===== config.mk =====
export PLATFORM = sky130hd
export DESIGN_NAME = alu_issue_stage
export DESIGN_NICKNAME = d
export VERILOG_FILES = /design/src/rtl/alu_issue_stage.sv
export SDC_FILE = /design/constraint.sdc
export NUM_CORES = 1
export LEC_CHECK = 0
export CORE_MARGIN = 10
export CORE_UTILIZATION = 41
export CTS_CLUSTER_SIZE = 40
export DETAILED_ROUTE_END_ITERATION = 6
export PLACE_DENSITY = 0.83
export SLEW_MARGIN = 0
export SYNTH_ARGS = -nofsm -noshare
export SYNTH_HDL_FRONTEND = slang
export SYNTH_SLANG_ARGS = --single-unit

===== constraint.sdc =====
create_clock -name clk -period 3.61 [get_ports clk]
set_input_delay 0.722 -clock clk [delete_from_list [all_inputs] [get_ports clk]]
set_output_delay 0.722 -clock clk [all_outputs]
set_load 0.1 [all_outputs]

===== src/rtl/alu_issue_stage.sv =====
// rtl/alu_issue_stage.sv - RV32I decode into one registered ALU issue slot (optional forwarding: ALU_ISSUE_FWD_EN)

`ifndef XLEN
`define XLEN 32
`endif
`ifndef ALU_OP_WIDTH
`define ALU_OP_WIDTH 4
`endif
`ifndef ALU_OP_ADD
`define ALU_OP_ADD  4'd0
`define ALU_OP_SUB  4'd1
`define ALU_OP_SLL  4'd2
`define ALU_OP_SLT  4'd3
`define ALU_OP_SLTU 4'd4
`define ALU_OP_XOR  4'd5
`define ALU_OP_SRL  4'd6
`define ALU_OP_SRA  4'd7
`define ALU_OP_OR   4'd8
`define ALU_OP_AND  4'd9
`define ALU_OP_SEQ  4'd10
`define ALU_OP_SNE  4'd11
`define ALU_OP_SGE  4'd12
`define ALU_OP_SGEU 4'd13
`endif

module alu_issue_stage #(
   parameter int XLEN = `XLEN,
   parameter int OP_W = `ALU_OP_WIDTH
) (
   input  logic            clk,
   input  logic            rst_n,
   input  logic            flush,
   input  logic            in_valid,
   output logic            in_ready,
   input  logic [31:0]     in_instr,
   input  logic [XLEN-1:0] in_pc,
   input  logic [XLEN-1:0] rs1_data,
   input  logic [XLEN-1:0] rs2_data,
`ifdef ALU_ISSUE_FWD_EN
   input  logic            fwd_valid,
   input  logic [4:0]      fwd_rd,
   input  logic [XLEN-1:0] fwd_data,
`endif
   output logic            ex_valid,
   input  logic            ex_ready,
   output logic [XLEN-1:0] ex_a,
   output logic [XLEN-1:0] ex_b,
   output logic [OP_W-1:0] ex_alu_op,
   output logic [4:0]      ex_rd,
   output logic            ex_we,
   output logic            ex_branch,
   output logic            ex_illegal
);

   localparam logic [6:0] OPC_OP     = 7'b0110011;
   localparam logic [6:0] OPC_OP_IMM = 7'b0010011;
   localparam logic [6:0] OPC_LUI    = 7'b0110111;
   localparam logic [6:0] OPC_AUIPC  = 7'b0010111;
   localparam logic [6:0] OPC_JAL    = 7'b1101111;
   localparam logic [6:0] OPC_JALR   = 7'b1100111;
   localparam logic [6:0] OPC_BRANCH = 7'b1100011;
   localparam logic [6:0] OPC_LOAD   = 7'b0000011;
   localparam logic [6:0] OPC_STORE  = 7'b0100011;

   localparam logic [OP_W-1:0] OP_ADD  = `ALU_OP_ADD;
   localparam logic [OP_W-1:0] OP_SUB  = `ALU_OP_SUB;
   localparam logic [OP_W-1:0] OP_SLL  = `ALU_OP_SLL;
   localparam logic [OP_W-1:0] OP_SLT  = `ALU_OP_SLT;
   localparam logic [OP_W-1:0] OP_SLTU = `ALU_OP_SLTU;
   localparam logic [OP_W-1:0] OP_XOR  = `ALU_OP_XOR;
   localparam logic [OP_W-1:0] OP_SRL  = `ALU_OP_SRL;
   localparam logic [OP_W-1:0] OP_SRA  = `ALU_OP_SRA;
   localparam logic [OP_W-1:0] OP_OR   = `ALU_OP_OR;
   localparam logic [OP_W-1:0] OP_AND  = `ALU_OP_AND;
   localparam logic [OP_W-1:0] OP_SEQ  = `ALU_OP_SEQ;
   localparam logic [OP_W-1:0] OP_SNE  = `ALU_OP_SNE;
   localparam logic [OP_W-1:0] OP_SGE  = `ALU_OP_SGE;
   localparam logic [OP_W-1:0] OP_SGEU = `ALU_OP_SGEU;

   logic [6:0]      opcode;
   logic [2:0]      funct3;
   logic [6:0]      funct7;
   logic [4:0]      rd;
   logic [31:0]     imm_i32;
   logic [31:0]     imm_s32;
   logic [31:0]     imm_u32;
   logic [XLEN-1:0] imm_i;
   logic [XLEN-1:0] imm_s;
   logic [XLEN-1:0] imm_u;
   logic [XLEN-1:0] src1;
   logic [XLEN-1:0] src2;
   logic            accept;

   logic [XLEN-1:0] dec_a;
   logic [XLEN-1:0] dec_b;
   logic [OP_W-1:0] dec_op;
   logic            dec_we;
   logic            dec_br;
   logic            dec_ill;

   assign opcode  = in_instr[6:0];
   assign funct3  = in_instr[14:12];
   assign funct7  = in_instr[31:25];
   assign rd      = in_instr[11:7];
   assign imm_i32 = {{20{in_instr[31]}}, in_instr[31:20]};
   assign imm_s32 = {{20{in_instr[31]}}, in_instr[31:25], in_instr[11:7]};
   assign imm_u32 = {in_instr[31:12], 12'b0};
   assign imm_i   = XLEN'($signed(imm_i32));
   assign imm_s   = XLEN'($signed(imm_s32));
   assign imm_u   = XLEN'($signed(imm_u32));

   assign in_ready = !ex_valid || ex_ready;
   assign accept   = in_valid && in_ready && !flush;

`ifdef ALU_ISSUE_FWD_EN
   // A result still in flight to the regfile wins over the stale read.
   assign src1 = (fwd_valid && fwd_rd != 5'd0 && fwd_rd == in_instr[19:15]) ? fwd_data : rs1_data;
   assign src2 = (fwd_valid && fwd_rd != 5'd0 && fwd_rd == in_instr[24:20]) ? fwd_data : rs2_data;
`else
   assign src1 = rs1_data;
   assign src2 = rs2_data;
`endif

   function automatic logic [OP_W-1:0] f3_op(input logic [2:0] f3);
      case (f3)
         3'b000:  f3_op = OP_ADD;
         3'b001:  f3_op = OP_SLL;
         3'b010:  f3_op = OP_SLT;
         3'b011:  f3_op = OP_SLTU;
         3'b100:  f3_op = OP_XOR;
         3'b101:  f3_op = OP_SRL;
         3'b110:  f3_op = OP_OR;
         default: f3_op = OP_AND;
      endcase
   endfunction

   always_comb begin
      dec_a   = '0;
      dec_b   = '0;
      dec_op  = OP_ADD;
      dec_we  = 1'b0;
      dec_br  = 1'b0;
      dec_ill = 1'b0;
      case (opcode)
         OPC_OP: begin
            dec_a  = src1;
            dec_b  = src2;
            dec_we = 1'b1;
            if (funct7 == 7'h00)
               dec_op = f3_op(funct3);
            else if (funct7 == 7'h20 && funct3 == 3'b000)
               dec_op = OP_SUB;
            else if (funct7 == 7'h20 && funct3 == 3'b101)
               dec_op = OP_SRA;
            else
               dec_ill = 1'b1;
         end
         OPC_OP_IMM: begin
            dec_a  = src1;
            dec_we = 1'b1;
            if (funct3 == 3'b001 || funct3 == 3'b101) begin
               dec_b   = XLEN'(in_instr[24:20]);
               dec_ill = in_instr[25];
               if (funct3 == 3'b001)
                  dec_op = OP_SLL;
               else
                  dec_op = in_instr[30] ? OP_SRA : OP_SRL;
            end else begin
               dec_b  = imm_i;
               dec_op = f3_op(funct3);
            end
         end
         OPC_LUI: begin
            dec_b  = imm_u;
            dec_we = 1'b1;
         end
         OPC_AUIPC: begin
            dec_a  = in_pc;
            dec_b  = imm_u;
            dec_we = 1'b1;
         end
         OPC_JAL, OPC_JALR: begin
            dec_a  = in_pc;
            dec_b  = XLEN'(4);
            dec_we = 1'b1;
         end
         OPC_BRANCH: begin
            dec_a  = src1;
            dec_b  = src2;
            dec_br = 1'b1;
            case (funct3)
               3'b000:  dec_op = OP_SEQ;
               3'b001:  dec_op = OP_SNE;
               3'b100:  dec_op = OP_SLT;
               3'b101:  dec_op = OP_SGE;
               3'b110:  dec_op = OP_SLTU;
               3'b111:  dec_op = OP_SGEU;
               default: dec_ill = 1'b1;
            endcase
         end
         OPC_LOAD: begin
            dec_a  = src1;
            dec_b  = imm_i;
            dec_we = 1'b1;
         end
         OPC_STORE: begin
            dec_a = src1;
            dec_b = imm_s;
         end
         default: dec_ill = 1'b1;
      endcase
      // Illegal ops still travel down the pipe, but as an inert ADD 0,0.
      if (dec_ill) begin
         dec_a  = '0;
         dec_b  = '0;
         dec_op = OP_ADD;
         dec_we = 1'b0;
         dec_br = 1'b0;
      end
      if (rd == 5'd0)
         dec_we = 1'b0;
   end

   always_ff @(posedge clk) begin
      if (!rst_n) begin
         ex_valid   <= 1'b0;
         ex_a       <= '0;
         ex_b       <= '0;
         ex_alu_op  <= OP_ADD;
         ex_rd      <= '0;
         ex_we      <= 1'b0;
         ex_branch  <= 1'b0;
         ex_illegal <= 1'b0;
      end else if (flush) begin
         ex_valid <= 1'b0;
      end else if (accept) begin
         ex_valid   <= 1'b1;
         ex_a       <= dec_a;
         ex_b       <= dec_b;
         ex_alu_op  <= dec_op;
         ex_rd      <= rd;
         ex_we      <= dec_we;
         ex_branch  <= dec_br;
         ex_illegal <= dec_ill;
      end else if (ex_ready) begin
         ex_valid <= 1'b0;
      end
   end

endmodule


* Word level (Yosys, flattened, before mapping)
Index checks and enable logic that the tools add are counted.
** Word-level totals
- Flip-flop bits (word level) :: 77
- Input port bits :: 133
- Word-level logic and storage cells :: 77
** Operators by class
- Equal/unequal tests :: 17
- Muxes and demuxes :: 28
- Bitwise gates (word level) :: 2
- Reductions and logical operators :: 22
** Operators with widths (number)
- case mux 32 bit (6 select lines) :: 1
- 2-to-1 mux 32 bit :: 3
- case mux 32 bit (2 select lines) :: 1
- equality test 7 x 6 -> 1 bit (second input constant) :: 4
- case mux 4 bit (7 select lines) :: 1
- case mux 4 bit (6 select lines) :: 1
- equality test 7 bit (second input constant) :: 3
- equality test 7 x 5 -> 1 bit (second input constant) :: 2
- 2-to-1 mux 1 bit :: 13
- equality test 3 bit (second input constant) :: 4
- 2-to-1 mux 4 bit :: 3
- case mux 4 bit (3 select lines) :: 1
- OR reduction 6 bit :: 2
- 2-to-1 mux 3 bit :: 3
- OR reduction 2 bit :: 4
- equality test 7 x 2 -> 1 bit (second input constant) :: 1
- zero test 7 bit :: 1
- OR reduction 7 bit :: 1
- equality test 3 x 2 -> 1 bit (second input constant) :: 2
- zero test 5 bit :: 1
- OR reduction 5 bit :: 1
- logical AND 1 bit :: 4
- case mux 1 bit (4 select lines) :: 1
- equality test 3 x 1 -> 1 bit (second input constant) :: 1
- 7 further kinds :: 10

* Logic depth before layout (Yosys ltp)
- Depth in word-level cells :: 8
- Mapped depth :: 8
- Gate-level depth less buffers :: 5

* Least setup slack after synthesis
No wires, ideal clock.
- Path kind :: reg-to-output
- Start point :: reg ex_valid
- End point :: out in_ready
- Arrival :: 1.646 ns
- Required time :: 2.888 ns
- Slack :: 1.242 ns
- Cell stages (with the launch flop) :: 3
- Buffers on the path :: 0
- Cells stage by stage :: dfxtp_1 nor2b_1 inv_1
** On the way
- Longest elaborated chain between the ends :: 2
** Ends and longest elaborated chain
- start: declaration :: line 44 : output logic ex_valid,
- start signal: assignment :: line 226 : ex_valid <= 1'b0;
- start signal: assignment :: line 235 : ex_valid <= 1'b0;
- start signal: assignment :: line 237 : ex_valid <= 1'b1;
- zero test 1 bit :: line 112 : assign in_ready = !ex_valid || ex_ready;
- logical OR 1 bit :: line 112
- end: declaration :: line 34 : output logic in_ready,
Every way passes these cells.

* Worst setup path in the final report
- Start point :: in in_instr[3]
- End point :: reg ex_b[28]
** On the way
- Longest elaborated chain between the ends :: 4
** Ends and longest elaborated chain
- start: declaration :: line 35 : input logic [31:0] in_instr,
- equality test 7 x 6 -> 1 bit (tied with other cells) :: line 144 : case (opcode)
- OR reduction 6 bit (no source line) or OR reduction 2 bit (tied branches)
- case mux 1 bit (4 select lines) or case mux 32 bit (6 select lines) (tied branches) :: line 144
- 2-to-1 mux 32 bit (*) :: line 213 : if (dec_ill) begin
- end signal: assignment :: line 228 : ex_b <= '0;
- end signal: assignment :: line 239 : ex_b <= dec_b;
- end: declaration :: line 47 : output logic [XLEN-1:0] ex_b,
Mark *: on every way between the ends. The rest lies on a longest branch, timed or not.
A chain may end at the register's enable or synchronous reset.

==> summary.md <==
| Metric | Value |
|---|---|
| Run status | `finished with violations` |
| Failing checks | `DRC` |
| Worst Hold Class | `reg -> reg` |
| Post-Syn Nets | `568` |
| Initial Util | `a little over two fifths` |
| Min cycle time layout | `2.927 ns` |
| Placed insts | `between 700 and 800` |
| Die Span Y | `around 110 um` |
| CTS Hold Bufs | `0` |
| Simple-gate share of the synthesized area | `18.92%` |
| Final setup fails | `0` |
| Top_reg_cell synth | `dfxtp_1` |
| Mux cell area share after synthesis | `1.947%` |
| Rel. slew slack | `approximately 29%` |
| Synth Cell Area | `about 0.0036 mm^2` |
| Detailed placer's ending HPWL | `between 10000 and 15000 um` |
| Worst-path fanout max | `55` |
| GP Congestion | `slightly above 0.9` |
| Wire per inst | `just under 20 um` |
| Final clock skew | `0.005530 ns` |
| DRT iter0 DRCs | `324` |
| #FFs+latches synth | `77` |
| N_diodes | `0` |
| Worst-Margin Slew | `approximately 1.1 ns` |
| Synth Area in Adders | `0%` |
| Root buffer selected by CTS | `clkbuf_8` |
| Tcrit/Tclk final | `a little over 80%` |
| Compound-Gate Fraction of Synth Area | `a little under a third` |
| Post-Layout Cell Count | `743` |
| Crit path launch | `in_instr[3]` |
| Clock Pin Slew Worst Setup and Hold Paths | `~0.080 ns` |
| Setup CP Type | `in -> reg` |
| Hold Path Origin | `ex_a[16]` |
| Static Leakage | `just under 0.002 uW` |
| Core ar. | `approximately 0.0086 mm^2` |
| Vias in the first global route | `slightly above 4000` |
| Die Area | `0.01292 mm^2` |
| Buffers on Ports | `210` |
| Initial antenna violation count | `0` |
| H-tree Lvls | `3` |
| Post-CTS Resized | `0` |
| Routed vias | `4146` |
| Largest net degree at the start of global routing | `71` |
| Pre-antenna DRT Iters | `7` |
| Clock Tree Buf Depth | `2` |
| Total wire length | `~14000 um` |
| TritonCTS Buffers | `9` |
| Postcts setup bufs | `0` |
| RSZ-0062 raised after global routing | `false` |
| Post-Syn Area per Cell | `roughly 8.3 um^2` |
| Yosys warnings | `0` |
| Total gr overflow | `0` |
| GRT Util Overall | `20.91%` |
| Min Hold Slack | `between 0.4 and 0.5 ns` |
| Worst Path Required | `between 3 and 4 ns` |
| Max-cap viol count | `0` |
| Post-Syn Instances | `around 440` |
| Fin. Hold Viols | `0` |
| Io pins | `roughly 210` |
| P per Cell Area | `approximately 300 mW/mm^2` |
| Synth Area in XOR/XNOR | `less than 1%` |
| Post-route ant nets | `0` |
| Drt drc | `1` |
| Area grow syn2layout | `66.90%` |
| Main combinational cell family by area after synthesis | `compound AO/OA/AOI/OAI gates` |
| F_max | `roughly 0.34 GHz` |
| FILL cells | `between 700 and 800` |
| Crit. End Element | `register` |
| Async set-or-reset flop fraction in the synthesized netlist | `0%` |
| Crit start category | `input port` |
| Slew Viols, Final | `0` |
| Layout cells sized above 1 | `7.402%` |
| Rows | `34` |
| Netlist cell types | `47` |
| First-pass GRT wire length | `roughly 22000 um` |
| CTS tree | `built` |
| Number of synthesized flops with an enable pin | `0` |
| CTS Sinks | `77` |
| Reg-to-Reg Start | `ex_valid` |
| Via density | `~5.6` |
| Critical Path AT | `around 3.1 ns` |
| Part of the Yosys area used for sequential elements | `between 40% and 50%` |
| Clock Latency Late Sink | `~0.34 ns` |
| Die Wd | `113.7 um` |
| Fin Setup TNS | `0 ns` |
| Final net count | `about 760` |
| Max rail drop VDD | `0.2050 mV` |
==> worst paths after layout <==
kind / end / slack (ns) / cells after the start
worst max-delay path: ex_b[28] / 0.68 / 7
worst min-delay path: ex_a[16] / 0.45 / 2
worst max register to register: ex_b[28] / 1.50 / 7
worst min register to register: ex_a[16] / 0.45 / 2
==> where the power goes <==
group	internal (uW)	switching (uW)	total, uW
Combinational	171	140	311
Sequential	853	2.19	855
Clock	316	317	632
==> kinds of logic after synthesis <==
group	after synthesis
buffers and inverters	43
and+or+nand+nor	135
AOI/OAI and AO/OA	170
muxes	7
xor gates and xnor gates	3
DFF	77
==> synth_stat cells, drive strengths merged, types with 4 or more instances <==
cell    number  share of area, %
dfxtp       77                43
o21ai       74                10
nand2       73               7.6
a22oi       39               8.1
clkbuf      32               3.3
a221oi      21               5.1
a21oi       18               2.5
nor2b       12               2.1
nand2b      10               1.9
nor2        10               1.0
buf          9               1.4
mux2i        7               1.9
nor3         7               1.1
nand3b       5               1.0
nor3b        4               1.1
==> final cells by class <==
type	count	area (um^2)	share of cell area, %
inverter	2	7.507	0.1250
tap	108	135.1	2.250
sequential	77	1541	25.67
clock buffer	9	123.9	2.063
clock inverter	6	63.81	1.063
multi-input combinational	315	1904	31.71
timing repair buffer	226	2230	37.13
==> worst max-delay path: stages <==
cell and delay [ns]:
clkdlybuf4s50_1 0.50, and4bb_2 0.44, nand2b_1 0.11, a311o_2 0.37, o2111ai_4 0.21, buf_4 0.54
o21ai_0 0.20
==> through the flow <==
| stage | total power [uW] | area (um^2) | worst slack [ns] | util [%] |
|---|---|---|---|---|
| 2_1_floorplan | 990.6 | 3598 | 1.242 | - |
| 3_3_place_gp | 1178 | 5818 | 0.4284 | 67.37 |
| 3_5_place_dp | 1184 | 5818 | 0.3580 | 67.37 |
| 4_1_cts | 1809 | 6006 | 0.7205 | 69.55 |
| 5_1_grt | 1868 | 6006 | 0.5414 | 69.55 |
| 6_report | 1798 | 6006 | 0.6827 | 69.55 |
==> flip-flops by register name, indices dropped and copies added (netlist names) <==
name / cells
ex_we: 1
ex_b: 32
ex_valid: 1
ex_rd: 5
ex_a: 32
ex_illegal: 1
ex_branch: 1
ex_alu_op: 4
==> placed cells by master, fill, tap and decap left out, drive strengths merged, types with 2 or more instances in the layout <==
master and n:
inv 3, mux2i 7, nand3b 5, clkinvlp 2
a221oi 21, o21ai 74, nand2b 10, xor2 3
o21bai 2, or4 3, buf 18, clkinv 2
o21a 2, a21oi 18, nor2b 12, nor3 7
nor3b 4, clkbuf 9, or3 2, clkdlybuf4s50 208
nor2 10, o311a 2, o31ai 3, a21boi 2
nand3 2, a22oi 39, dfxtp 77, nand2 73
==> routing by layer <==
layer / GRT usage [%] / share of wire, % / vias up
li1: - / - / 1975
met1: 24.08 / 39 / 1928
met2: 34.29 / 48 / 224
met3: 8.976 / 12 / 19
met4: 6.430 / 1.2 / 0
met5: 0 / 0 / -
(Power assumes the default switching activity.)
